File: src/rtl/divider_if.sv
// divider_if: request/response bundle between the ALU and the divider
interface divider_if;
  logic start_i;
  logic signed_i;
  logic annul_i;
  logic [31:0] opdata1_i;
  logic [31:0] opdata2_i;
  logic [63:0] result_o;
  logic ready_o;
  modport master (output start_i, signed_i, annul_i, opdata1_i, opdata2_i, input result_o, ready_o);
  modport slave (input start_i, signed_i, annul_i, opdata1_i, opdata2_i, output result_o, ready_o);
endinterface

File: src/rtl/divider.sv
// divider: multi-cycle 32-bit DIV/DIVU restoring divider; define DIVIDER_RADIX4_EN for 2 quotient bits per cycle
module divider (
  input logic clk,
  input logic rst,
  divider_if.slave bus
);
  typedef enum logic [1:0] {IDLE, BYZERO, ON, END} state_t;
`ifdef DIVIDER_RADIX4_EN
  localparam logic [4:0] LAST = 5'd15;
`else
  localparam logic [4:0] LAST = 5'd31;
`endif
  state_t state, state_nx;
  logic [4:0] cnt;
  logic [63:0] w, w_nx;
  logic [31:0] dvs, mag_a, mag_b, quo, rem;
  logic qneg, rneg, quit;
  function automatic logic [63:0] step(input logic [63:0] x, input logic [31:0] d);
    logic [32:0] t;
    t = x[63:31] - {1'b0, d};
    return t[32] ? {x[62:0], 1'b0} : {t[31:0], x[30:0], 1'b1};
  endfunction
  assign mag_a = (bus.signed_i && bus.opdata1_i[31]) ? -bus.opdata1_i : bus.opdata1_i;
  assign mag_b = (bus.signed_i && bus.opdata2_i[31]) ? -bus.opdata2_i : bus.opdata2_i;
`ifdef DIVIDER_RADIX4_EN
  assign w_nx = step(step(w, dvs), dvs);
`else
  assign w_nx = step(w, dvs);
`endif
  assign quo = qneg ? -w_nx[31:0] : w_nx[31:0];
  assign rem = rneg ? -w_nx[63:32] : w_nx[63:32];
  assign quit = bus.annul_i || !bus.start_i;
  // state register
  always_ff @(posedge clk or posedge rst)
    if (rst) state <= IDLE;
    else state <= state_nx;
  // next-state: abort on annul or dropped start, finish after the last iteration
  always_comb begin
    state_nx = state;
    case (state)
      IDLE: if (bus.start_i && !bus.annul_i) state_nx = (bus.opdata2_i == '0) ? BYZERO : ON;
      BYZERO: state_nx = quit ? IDLE : END;
      ON: state_nx = quit ? IDLE : (cnt == LAST) ? END : ON;
      END: state_nx = quit ? IDLE : END;
    endcase
  end
  // datapath: operand conditioning, iteration and registered result/ready
  always_ff @(posedge clk or posedge rst)
    if (rst) begin
      cnt <= '0;
      w <= '0;
      dvs <= '0;
      qneg <= 1'b0;
      rneg <= 1'b0;
      bus.ready_o <= 1'b0;
      bus.result_o <= '0;
    end else begin
      bus.ready_o <= state_nx == END;
      case (state)
        IDLE: if (state_nx == ON) begin
          w <= {32'b0, mag_a};
          dvs <= mag_b;
          qneg <= bus.signed_i & (bus.opdata1_i[31] ^ bus.opdata2_i[31]);
          rneg <= bus.signed_i & bus.opdata1_i[31];
          cnt <= '0;
        end
        ON: begin
          w <= w_nx;
          cnt <= cnt + 5'd1;
          if (state_nx == END) bus.result_o <= {rem, quo};
        end
        BYZERO: if (state_nx == END) bus.result_o <= '0;
        default: ;
      endcase
    end
endmodule

File: src/flat_wrapper.sv
// flat-port wrapper written by rule: the top's interface ports become plain ports
module divider_flat 
  (clk, rst, bus_start_i, bus_signed_i, bus_annul_i, bus_opdata1_i, bus_opdata2_i, bus_result_o, bus_ready_o);
  divider_if bus_i ();
  input logic clk;
  input logic rst;
  input wire logic [$bits(bus_i.start_i)-1:0] bus_start_i;
  input wire logic [$bits(bus_i.signed_i)-1:0] bus_signed_i;
  input wire logic [$bits(bus_i.annul_i)-1:0] bus_annul_i;
  input wire logic [$bits(bus_i.opdata1_i)-1:0] bus_opdata1_i;
  input wire logic [$bits(bus_i.opdata2_i)-1:0] bus_opdata2_i;
  output wire logic [$bits(bus_i.result_o)-1:0] bus_result_o;
  output wire logic [$bits(bus_i.ready_o)-1:0] bus_ready_o;
  assign bus_i.start_i = bus_start_i;
  assign bus_i.signed_i = bus_signed_i;
  assign bus_i.annul_i = bus_annul_i;
  assign bus_i.opdata1_i = bus_opdata1_i;
  assign bus_i.opdata2_i = bus_opdata2_i;
  assign bus_result_o = bus_i.result_o;
  assign bus_ready_o = bus_i.ready_o;
  divider u_core (.clk(clk), .rst(rst), .bus(bus_i));
endmodule
File: config.mk
export PLATFORM = sky130hd
export DESIGN_NAME = divider_flat
export DESIGN_NICKNAME = d
export VERILOG_FILES = /design/src/rtl/divider_if.sv /design/src/rtl/divider.sv /design/src/flat_wrapper.sv
export SDC_FILE = /design/constraint.sdc
export NUM_CORES = 1
export LEC_CHECK = 0
export CORE_ASPECT_RATIO = 0.9
export CORE_UTILIZATION = 35
export DETAILED_ROUTE_END_ITERATION = 8
export PLACE_DENSITY = 0.54
export SLEW_MARGIN = 30
export SYNTH_ARGS = -nofsm -noshare
export SYNTH_HDL_FRONTEND = slang
export SYNTH_SLANG_ARGS = --single-unit
export TNS_END_PERCENT = 30
File: constraint.sdc
create_clock -name clk -period 12.84 [get_ports clk]
set_input_delay 1.926 -clock clk [delete_from_list [all_inputs] [get_ports clk]]
set_output_delay 1.926 -clock clk [all_outputs]
set_load 0.02 [all_outputs]
# == Word-level counts from Yosys, hierarchy flattened ==
# Cells that the tools add are included.
# word_totals
input_bits,69
regBits,170
wordCells,58
out_inout_bits,65
# op_classes
add_sub_neg,6
bitwise_logic,3
mux,18
n_eq_ne,9
n_reduce_logical,14
# op_table
operator,count
$mux 64,4
$pmux 64 s2,2
$mux 32,4
$neg 32->32,4
$sub 33x32->33,1
$logic_not 32->1,1
$pmux 5 s2,1
$eq 2x2->1 const B,4
$mux 2,4
$ne 2x1->1 const B,3
$pmux 2 s3,1
$add 5x1->5 const B,1
$eq 5x5->1 const B,1
$mux 5,1
$reduce_and 2->1,2
$reduce_bool 2->1,2
$logic_and 1x1->1,3
$reduce_and 3->1,1
$and 1x1->1,2
$eq 2x1->1 const B,1
$logic_not 1->1,2
$logic_not 2->1,1
$reduce_or 2->1,1
$logic_or 1x1->1,1
other kinds (2),2

# == Depth between registers and ports, before layout ==
# Gate-level depths: netlist of run 1.
# logic_depth
ltp_word,7
mapped_depth,23
depth_no_buf,21

# == Worst setup path after synthesis of run 1 ==
# Ideal clock, no wire load.
# synth_timing
kind,input port to flip-flop
from,in bus_opdata2_i[17]
to,reg u_core.bus.result_o[63]
setup_ps,71
arrival_ps,4708
path_buffers,1
path_slack_ps,8061
path_stages,12
t_required_ps,12769
path_cell_list,or4_1 > or3_1 > or4_4 > nor2_2 > nand4_1 > a21oi_2 > o21ai_2 > or2_1 > buf_2 > nor4b_1 > mux2i_1 > nand4_1
# synth_between
elab_chain_cells,7
word_cells_on_any_way,8
cone_classes,eq/ne: 3; mux: 3; reduce/logical: 2
# synth_rtl
item,line_no,rtl
start: declaration,flat_wrapper.sv:11,input wire logic [$bits(bus_i.opdata2_i)-1:0] bus_opdata2_i;
$logic_not 32->1 *,divider.sv:41,IDLE: if (bus.start_i && !bus.annul_i) state_nx = (bus.opdata2_i == '0) ? BYZERO : ON;
$mux 2 * (2 in series),divider.sv:41,
$pmux 2 s3 *,divider.sv:40,case (state)
$eq 2x2->1 *,"divider.sv:70, divider.sv:72",
$ne 2x1->1 (no line),-,
$reduce_and 3->1 (no line) *,-,
end signal: assignment,divider.sv:70,"if (state_nx == END) bus.result_o <= {rem, quo};"
end: declaration,divider_if.sv:11,"modport slave (input start_i, signed_i, annul_i, opdata1_i, opdata2_i, output result_o, ready_o);"
# Every way passes the cells marked *; elsewhere a longest branch is shown, timed or not.
# A chain may end at the register's enable or synchronous reset.

# == Worst setup path after layout of run 1 ==
# Ends and elaborated chain as after synthesis.

==> results of run 1 <==
[worst max-delay path, stage by stage]
cell,delay (ns)
clkdlybuf4s50_1,0.48
or4_1,0.57
or3_1,0.35
or4_4,0.57
nor2_2,0.14
a41o_1,0.21
a21oi_2,0.06
o21ai_4,0.14
buf_4,0.67
or2_1,0.48
buf_4,0.36
nor4b_1,0.10
mux2i_1,0.14
nand4_1,0.10
[power groups by stage]
stage | logic (mW) | registers [mW] | clock network, mW
2_1_floorplan | 0.979 | 0.961 | 0
3_3_place_gp | 1.57 | 0.915 | 0
3_5_place_dp | 1.58 | 0.921 | 0
4_1_cts | 1.59 | 0.910 | 0.591
5_1_grt | 1.76 | 0.941 | 0.612
6_report | 1.59 | 0.909 | 0.582
[logic make-up after synthesis]
kind of cell / Yosys count / share of synthesized area
AO/OA/AOI/OAI: 457 / 0.233
AND/OR/NAND/NOR: 548 / 0.207
XOR/XNOR: 129 / 0.0932
flip-flops: 170 / 0.345
multiplexers: 36 / 0.0296
buffers and inverters: 146 / 0.0485
adder cells (fa/ha/maj): 43 / 0.0443
[through the flow]
step,utilization,instances,power (mW),setup slack [ns]
after global routing,0.426,2083,3.31,6.47
after global placement,0.407,2050,2.48,6.34
after floorplan,-,1529,1.94,6.31
after detailed placement,0.407,2050,2.50,6.33
final,0.426,2083,3.08,6.80
after CTS,0.426,2082,3.09,6.80
[flip-flops by register name, summed over array words and instances, names as in the netlist]
signal and cells:
u_core.bus.result_o 64, u_core.rneg 1, u_core.cnt 5, u_core.w 64, u_core.dvs 32, u_core.state 2, u_core.bus.ready_o 1, u_core.qneg 1
[area by class of cell]
class	count	area [um^2]
fillers	3487	19700
multi-input cells	1213	7500
flip-flops and latches	170	4260
repair buffers	144	1430
well taps	462	578
clock buffers	20	467
inverters	62	243
clock inverters	12	180
[worst paths after layout]
kind | start | to | slack (ns) | depth (start not counted)
max in group asynchronous | rst | u_core.qneg | 9.63 | 4
worst max register to register | u_core.w[41] | u_core.bus.result_o[54] | 7.24 | 18
min in group asynchronous | rst | u_core.bus.result_o[13] | 2.03 | 2
worst min-delay path | u_core.bus.result_o[10] | u_core.bus.result_o[10] | 0.48 | 2
worst max-delay path | bus_opdata2_i[17] | u_core.bus.result_o[63] | 6.80 | 14
worst min register to register | u_core.bus.result_o[10] | u_core.bus.result_o[10] | 0.48 | 2
[cell usage after synthesis (6+ instances only)]
master,instances,share of area
a211oi_1,7,0.0043
a21o_1,6,0.0037
a21oi_1,118,0.048
a22o_1,8,0.0057
a31oi_1,7,0.0036
and2_1,9,0.0046
and3_1,8,0.0041
and4_1,6,0.0043
buf_1,10,0.0030
buf_2,14,0.0057
clkbuf_1,56,0.017
dfrtp_1,170,0.35
ha_1,42,0.043
inv_1,61,0.019
mux2i_1,32,0.026
nand2_1,244,0.074
nand2b_1,11,0.0056
nand3_1,22,0.0089
nand4_1,16,0.0081
nor2_1,118,0.036
nor2b_1,6,0.0030
nor3_1,34,0.014
nor4_1,10,0.0051
o2111ai_1,6,0.0043
o211ai_1,11,0.0067
o21ai_0,167,0.068
o21ai_1,9,0.0037
o31ai_1,48,0.029
o41ai_1,8,0.0057
or2_2,6,0.0030
or3_1,25,0.013
or4_1,8,0.0049
xnor2_1,66,0.047
xor2_1,62,0.044
[routing by layer]
metal | routed length (um) | part of all wire | vias to the layer above | global-route usage
met2 | 16600 | 0.43 | 275 | 0.322
met5 | 0 | 0 | - | 0
met1 | 19800 | 0.51 | 5477 | 0.339
met3 | 1620 | 0.042 | 33 | 0.0283
met4 | 592 | 0.015 | 0 | 0.0534
li1 | - | - | 5596 | -
==> results.json, run 1 <==
{
  "antenna_found_initial": 0,
  "gr-total-overflow": 0,
  "yosysSeqAreaShare": 0.345,
  "vias_per_cell": 5.46,
  "routedWlPerCell_um": 18.5,
  "ys_async_sr_fraction": 1.00,
  "synth_edf_count": 0,
  "synthesis.area_um2": 12300,
  "die_h_um": 180,
  "clock_latency_ns": 0.45,
  "cp.required_ns": 13.17,
  "cp-start-kind": "input port",
  "cts_tree": "yes",
  "final_common_cell": "nand2_1",
  "drive_gt1_frac": 0.0518,
  "syn-instance-count": 1529,
  "postCtsHoldBufs": 0,
  "finClkSkew_ns": 0.00938,
  "intPower_mw": 1.65,
  "fin_nets": 1720,
  "ios": 134,
  "ant_nets": 0,
  "dp_hpwl_um": 29000,
  "p_clk_frac": 0.189,
  "critical_path_class": "input port to flip-flop",
  "finalSetupViolCount": 0,
  "hp-class": "flip-flop to flip-flop",
  "dpl_cell_area_um2": 14000,
  "clk_path_buf_depth": 2,
  "row_count": 64,
  "min_period_ns": 6.04,
  "die-area_um2": 36000,
  "combPwrFrac": 0.516,
  "core_area_um2": 34400,
  "cts.sink_count": 170,
  "yosys_warnings": 0,
  "slew-limit-headroom": 0.342,
  "cp_max_fo": 88,
  "port_buffers": 133,
  "dr.pass1.iters": 5,
  "cts-buffers-inserted": 17,
  "grt_pass1_wl_um": 61500,
  "h-tree-depth": 4,
  "arrival_ns": 6.37,
  "grt_pass1_vias": 10600,
  "leakagePower_nw": 6.04,
  "synth_cell_types": 86,
  "rsz0062_at_grt": "false",
  "cts_setup_buffers": 0,
  "fin_crit_sh": 0.470,
  "power_switching_mw": 1.43,
  "irDropWorstVdd_mv": 0.130,
  "synth_ff_type": "dfrtp_1",
  "clkTransAtPathRegs_ns": 0.07,
  "drc": 0,
  "fin_area_um2": 14700,
  "powerDensity_nw_per_um2": 210,
  "diodes": 0,
  "die_w_um": 200,
  "grt.total_usage": 0.220,
  "maxCapViolCount": 0,
  "fmax_ghz": 0.166,
  "cp-end-kind": "flip-flop",
  "vias": 11400,
  "layout_common_cells": "nand2_1, dfrtp_1, o21ai_0, clkdlybuf4s50_1",
  "syn_nets": 1641,
  "grt_max_degree": 107,
  "finalSetupTns_ns": 0,
  "p_sw_frac": 0.465,
  "whs_ns": 0.480,
  "syn_area_per_cell_um2": 8.06,
  "ys_ff_latch": 170,
  "routed_wl_um": 38600,
  "root_buffer": "clkbuf_16",
  "pwr-share-seq": 0.295,
  "worstMarginPinSlew_ns": 0.974,
  "cts-resized-gates": 0,
  "initial_utilization": 0.359,
  "finalHoldViolCount": 0,
  "syn2layout_area_growth_pct": 18.9,
  "slew_viol_final": 0,
  "globalplace.congestion": 0.888,
  "drtIter0Drc": 743,
  "status": "finished clean"
}
Power figures use the tool's default switching activity.
==> inputs of run 2 (changes only) <==
--- a/config.mk
+++ b/config.mk
@@ -8,7 +8,7 @@
 export CORE_ASPECT_RATIO = 0.9
 export CORE_UTILIZATION = 35
 export DETAILED_ROUTE_END_ITERATION = 8
-export PLACE_DENSITY = 0.54
+export PLACE_DENSITY = 0.56
 export SLEW_MARGIN = 30
 export SYNTH_ARGS = -nofsm -noshare
 export SYNTH_HDL_FRONTEND = slang
==> constraint.sdc (replaced) <==
create_clock -name clk -period 4.9 [get_ports clk]
set_input_delay 0.735 -clock clk [delete_from_list [all_inputs] [get_ports clk]]
set_output_delay 0.735 -clock clk [all_outputs]
set_load 0.02 [all_outputs]
==> results.json, run 2 (synthesis gave the netlist of run 1 again) <==
{
  "slew-limit-headroom": 0.427,
  "worstMarginPinSlew_ns": 0.851,
  "min_period_ns": 4.62,
  "leakagePower_nw": 6.17,
  "globalplace.congestion": 0.883,
  "cpPeakStageDelay_ns": 0.44,
  "cp-end-kind": "flip-flop",
  "finClkSkew_ns": 0.0186,
  "antenna_found_initial": 1,
  "die-area_um2": 36000,
  "critical_path_class": "flip-flop to flip-flop",
  "cts-buffers-inserted": 17,
  "row_count": 64,
  "ios": 134,
  "dr.pass1.iters": 5,
  "powerDensity_nw_per_um2": 545,
  "finalNonFillerCells": 2113,
  "finalHoldViolCount": 0,
  "vias_per_cell": 5.46,
  "core_area_um2": 34400,
  "finalSetupViolCount": 0,
  "arrival_ns": 4.99,
  "h-tree-depth": 4,
  "syn2layout_area_growth_pct": 20.3,
  "routed_wl_um": 39700,
  "clock_latency_ns": 0.46,
  "maxCapViolCount": 0,
  "status": "finished clean",
  "die_h_um": 180,
  "cts.sink_count": 170,
  "drtIter0Drc": 940,
  "initial_utilization": 0.359,
  "port_buffers": 133,
  "root_buffer": "clkbuf_16",
  "grt_pass1_wl_um": 62600,
  "diodes": 0,
  "grt_max_degree": 118,
  "irDropWorstVdd_mv": 0.259,
  "layout_common_cells": "nand2_1, dfrtp_1, o21ai_0, clkdlybuf4s50_1",
  "hp-class": "flip-flop to flip-flop",
  "finalSetupTns_ns": 0,
  "routedWlPerCell_um": 18.8,
  "dp_cells": 2081,
  "grt_pass1_vias": 10900,
  "vias": 11500,
  "dp_hpwl_um": 30400,
  "n_fill_cell": 3473,
  "rrSetupSlack_ns": 0.28,
  "worstPathCellList": "ha_1, o21ai_2, a2111oi_4, o21ai_2, a2111oi_2, a211oi_2, xnor2_4, inv_4, mux2i_1, ha_1, inv_1, or3_1, mux2i_2, a31o_2, a21bo_2, a2111o_1, o2111ai_1",
  "cp_max_fo": 13,
  "drive_gt1_frac": 0.0697,
  "grt.total_usage": 0.226,
  "cp-start-kind": "flip-flop",
  "cts_tree": "yes",
  "drc": 0,
  "fin_crit_sh": 0.943,
  "top_regs": "u_core.bus.result_o (64), u_core.w (64), u_core.dvs (32)",
  "die_w_um": 200,
  "crit_buf_inv": 2,
  "critPathTopFamily": "compound AO/OA/AOI/OAI gates",
  "cp.required_ns": 5.27,
  "slew_viol_final": 0,
  "fmax_ghz": 0.216,
  "gr-total-overflow": 0,
  "rsz0062_at_grt": "false",
  "final_common_cell": "nand2_1",
  "clk_path_buf_depth": 2,
  "ant_nets": 0,
  "clkTransAtPathRegs_ns": 0.08,
  "fin_nets": 1750,
  "slowest_stage": "a2111oi_2"
}
==> run 2: power breakdown <==
part           leakage, nW  internal, mW  switching (mW)
Combinational         3.68          1.65            2.65
Sequential            2.19          1.92           0.478
Clock                0.290         0.696           0.687
==> run 2: worst paths after layout <==
| path | startpoint | endpoint | cells after the start |
|---|---|---|---|
| worst max register to register | u_core.w[38] | u_core.bus.result_o[62] | 17 |
| max in group asynchronous | rst | u_core.qneg | 3 |
| worst min register to register | u_core.bus.result_o[50] | u_core.bus.result_o[50] | 2 |
| worst min-delay path | u_core.bus.result_o[50] | u_core.bus.result_o[50] | 2 |
| worst max-delay path | u_core.w[38] | u_core.bus.result_o[62] | 17 |
| min in group asynchronous | rst | u_core.bus.result_o[16] | 3 |
==> run 2: repair_timing <==
action | in CTS | in global routing
gates resized for setup | 0 | 2
setup endpoints to repair | 0 | 5
hold buffers | 0 | 0
buffers inserted | 0 | 0
==> run 2: cell type report <==
class / instances / area, um^2 / share of cell area
clock buffers: 18 / 439 / 0.0296
well taps: 462 / 578 / 0.0390
multi-input cells: 1213 / 7500 / 0.506
repair buffers: 174 / 1680 / 0.113
inverters: 62 / 239 / 0.0161
clock inverters: 14 / 140 / 0.00945
flip-flops and latches: 170 / 4260 / 0.287
==> run 2: per-stage QoR <==
stage / utilization / area (um^2) / total power, mW / hold WS [ns] / setup WS (ns)
3_3_place_gp: 0.415 / 14200 / 6.64 / 0.463 / 0.232
6_report: 0.432 / 14800 / 8.08 / 0.480 / 0.278
2_1_floorplan: - / 12300 / 5.08 / 0.450 / 0.161
4_1_cts: 0.431 / 14800 / 8.08 / 0.487 / 0.142
3_5_place_dp: 0.415 / 14200 / 6.68 / 0.469 / 0.184
5_1_grt: 0.432 / 14800 / 8.69 / 0.501 / 0.00823
==> run 2: worst reg2reg max path, stage by stage, from the launching register on <==
cell and delay [ns]:
dfrtp_1 0.43, ha_1 0.43, o21ai_2 0.13, a2111oi_4 0.41
o21ai_2 0.15, a2111oi_2 0.44, a211oi_2 0.12, xnor2_4 0.17
inv_4 0.14, mux2i_1 0.30, ha_1 0.21, inv_1 0.06
or3_1 0.38, mux2i_2 0.29, a31o_2 0.24, a21bo_2 0.22
a2111o_1 0.33, o2111ai_1 0.07
==> run 2: per-layer routing <==
layer	up-vias	GRT usage	wire length, um	share of wire
li1	5644	-	-	-
met1	5569	0.344	20100	0.51
met2	287	0.328	17000	0.43
met3	31	0.0401	2170	0.055
met4	2	0.0495	450	0.011
met5	-	0	13	0.00033
==> inputs of run 3 (changes only) <==
--- a/config.mk
+++ b/config.mk
@@ -6,11 +6,10 @@
 export NUM_CORES = 1
 export LEC_CHECK = 0
 export CORE_ASPECT_RATIO = 0.9
-export CORE_UTILIZATION = 35
+export CORE_UTILIZATION = 52
 export DETAILED_ROUTE_END_ITERATION = 8
-export PLACE_DENSITY = 0.56
+export PLACE_DENSITY = 0.77
 export SLEW_MARGIN = 30
 export SYNTH_ARGS = -nofsm -noshare
 export SYNTH_HDL_FRONTEND = slang
 export SYNTH_SLANG_ARGS = --single-unit
-export TNS_END_PERCENT = 30
==> results.json, run 3 (synthesis gave the netlist of run 1 again) <==
{
  "whs_endpoint": "u_core.bus.result_o[19]",
  "syn2layout_area_growth_pct": 19.3,
  "worstMarginPinSlew_ns": 0.839,
  "drive_gt1_frac": 0.0714,
  "clkTransAtPathRegs_ns": 0.08,
  "dp_hpwl_um": 28300,
  "whs_path_depth": 2,
  "fin_area_um2": 14700,
  "clock_latency_ns": 0.45,
  "combPwrFrac": 0.529,
  "vias": 11900,
  "hp-class": "flip-flop to flip-flop",
  "leakagePower_nw": 6.17,
  "finalSetupTns_ns": 0,
  "pre_cts_ws_ns": 0.165,
  "cts-buffers-inserted": 17,
  "clk_path_buf_depth": 2,
  "routedWlPerCell_um": 19.2,
  "row_count": 53,
  "min_period_ns": 4.63,
  "gr-total-overflow": 0,
  "finalSetupViolCount": 0,
  "total_power_mw": 8.08,
  "finalHoldViolCount": 0,
  "h-tree-depth": 4,
  "cts.sink_count": 170,
  "initial_utilization": 0.530,
  "fin_crit_sh": 0.945,
  "root_buffer": "clkbuf_16",
  "min_from": "u_core.bus.result_o[19]",
  "cp.required_ns": 5.25,
  "layout_common_cells": "nand2_1, dfrtp_1, o21ai_0, clkdlybuf4s50_1, nor2_1",
  "ios": 134,
  "critPathTopFamily": "compound AO/OA/AOI/OAI gates",
  "irDropWorstVdd_mv": 0.539,
  "crit_buf_inv": 3,
  "power_switching_mw": 3.82,
  "slew-limit-headroom": 0.434,
  "drc": 0,
  "die-area_um2": 24300,
  "p_sw_frac": 0.473,
  "ant_nets": 0,
  "routed_wl_um": 37500,
  "slowest_stage": "dfrtp_1",
  "final_common_cell": "nand2_1",
  "r2r-start": "u_core.w[42]",
  "finClkSkew_ns": 0.0154,
  "drtIter0Drc": 1070,
  "grt_pass1_wl_um": 59600,
  "fin_nets": 1751,
  "dr.pass1.iters": 7,
  "maxCapViolCount": 0,
  "cp_max_fo": 8,
  "slew_viol_final": 0,
  "cp-start-kind": "flip-flop",
  "pwr-share-seq": 0.296,
  "top_regs": "u_core.bus.result_o (64), u_core.w (64), u_core.dvs (32)",
  "grt_max_degree": 117,
  "rrSetupSlack_ns": 0.27,
  "fmax_ghz": 0.216,
  "intPower_mw": 4.26,
  "reg2reg_depth": 18,
  "final_core_util": 0.632,
  "vias_per_cell": 6.07,
  "worstReg2RegEnd": "u_core.bus.result_o[62]",
  "dpl_cell_area_um2": 14000,
  "cpPeakStageDelay_ns": 0.42,
  "diodes": 0,
  "powerDensity_nw_per_um2": 549,
  "rsz0062_at_grt": "false",
  "port_buffers": 133,
  "die_w_um": 164,
  "antenna_found_initial": 0,
  "grt.total_usage": 0.317,
  "dp_cells": 1918,
  "die_h_um": 148,
  "setup_ws_ns": 0.271,
  "whs_ns": 0.482,
  "postCtsHoldBufs": 0,
  "core_area_um2": 23300,
  "arrival_ns": 4.98,
  "finalNonFillerCells": 1954,
  "status": "finished clean",
  "grt_pass1_vias": 10900,
  "cts_tree": "yes",
  "p_clk_frac": 0.175,
  "worstPathCellList": "ha_1, buf_4, a21oi_1, o211ai_1, a21boi_2, a2111oi_2, a211oi_2, xnor2_4, clkinv_4, mux2i_4, ha_1, inv_1, or3_1, mux2i_4, a31o_2, a21bo_2, a2111o_1, o2111ai_1",
  "globalplace.congestion": 0.961,
  "cp-end-kind": "flip-flop",
  "critical_path_class": "flip-flop to flip-flop"
}
[run 3: timing repair]
action | 4_1_cts | 5_1_grt
resized for setup | 0 | 8
endpoints found under the hold margin | 0 | 0
buffers inserted | 0 | 4
setup endpoints to repair | 0 | 6
[run 3: metal layers]
metal	global-route usage	up-vias	wire (um)
li1	-	5654	-
met1	0.471	5646	17100
met2	0.473	515	16500
met3	0.0641	46	3380
met4	0.0685	0	496
met5	0	-	0
[run 3: layout make-up]
type,instances,area (um^2)
multi-input combinational,1213,7530
fill,1985,8570
inverter,62,241
clock inverter,15,196
sequential,170,4260
tap,302,378
clock buffer,17,425
timing repair buffer,175,1670
[run 3: power groups by stage]
stage,Clock (mW),Combinational (mW),Sequential (mW)
floorplan,0,2.56,2.52
global placement,0,4.10,2.37
detailed placement,0,4.17,2.41
CTS,1.43,4.18,2.38
global route,1.49,4.69,2.46
finish,1.41,4.27,2.39
[run 3: worst max path at each step]
stage | start | to | slack, ns | cells after the start
after detailed placement | u_core.w[31] | u_core.bus.result_o[62] | 0.16 | 20
final | u_core.w[42] | u_core.bus.result_o[62] | 0.27 | 18
after CTS | u_core.w[42] | u_core.bus.result_o[62] | 0.11 | 18
after global placement | u_core.w[31] | u_core.bus.result_o[62] | 0.33 | 20
after floorplan | u_core.w[31] | u_core.bus.result_o[62] | 0.16 | 23
after global routing | u_core.w[31] | u_core.bus.result_o[60] | 0.02 | 16
[run 3: worst reg2reg max path, stage by stage, from the launching register on]
cell	delay, ns
dfrtp_1	0.42
ha_1	0.36
buf_4	0.19
a21oi_1	0.29
o211ai_1	0.22
a21boi_2	0.30
a2111oi_2	0.12
a211oi_2	0.33
xnor2_4	0.18
clkinv_4	0.13
mux2i_4	0.21
ha_1	0.21
inv_1	0.08
or3_1	0.41
mux2i_4	0.22
a31o_2	0.22
a21bo_2	0.24
a2111o_1	0.35
o2111ai_1	0.08
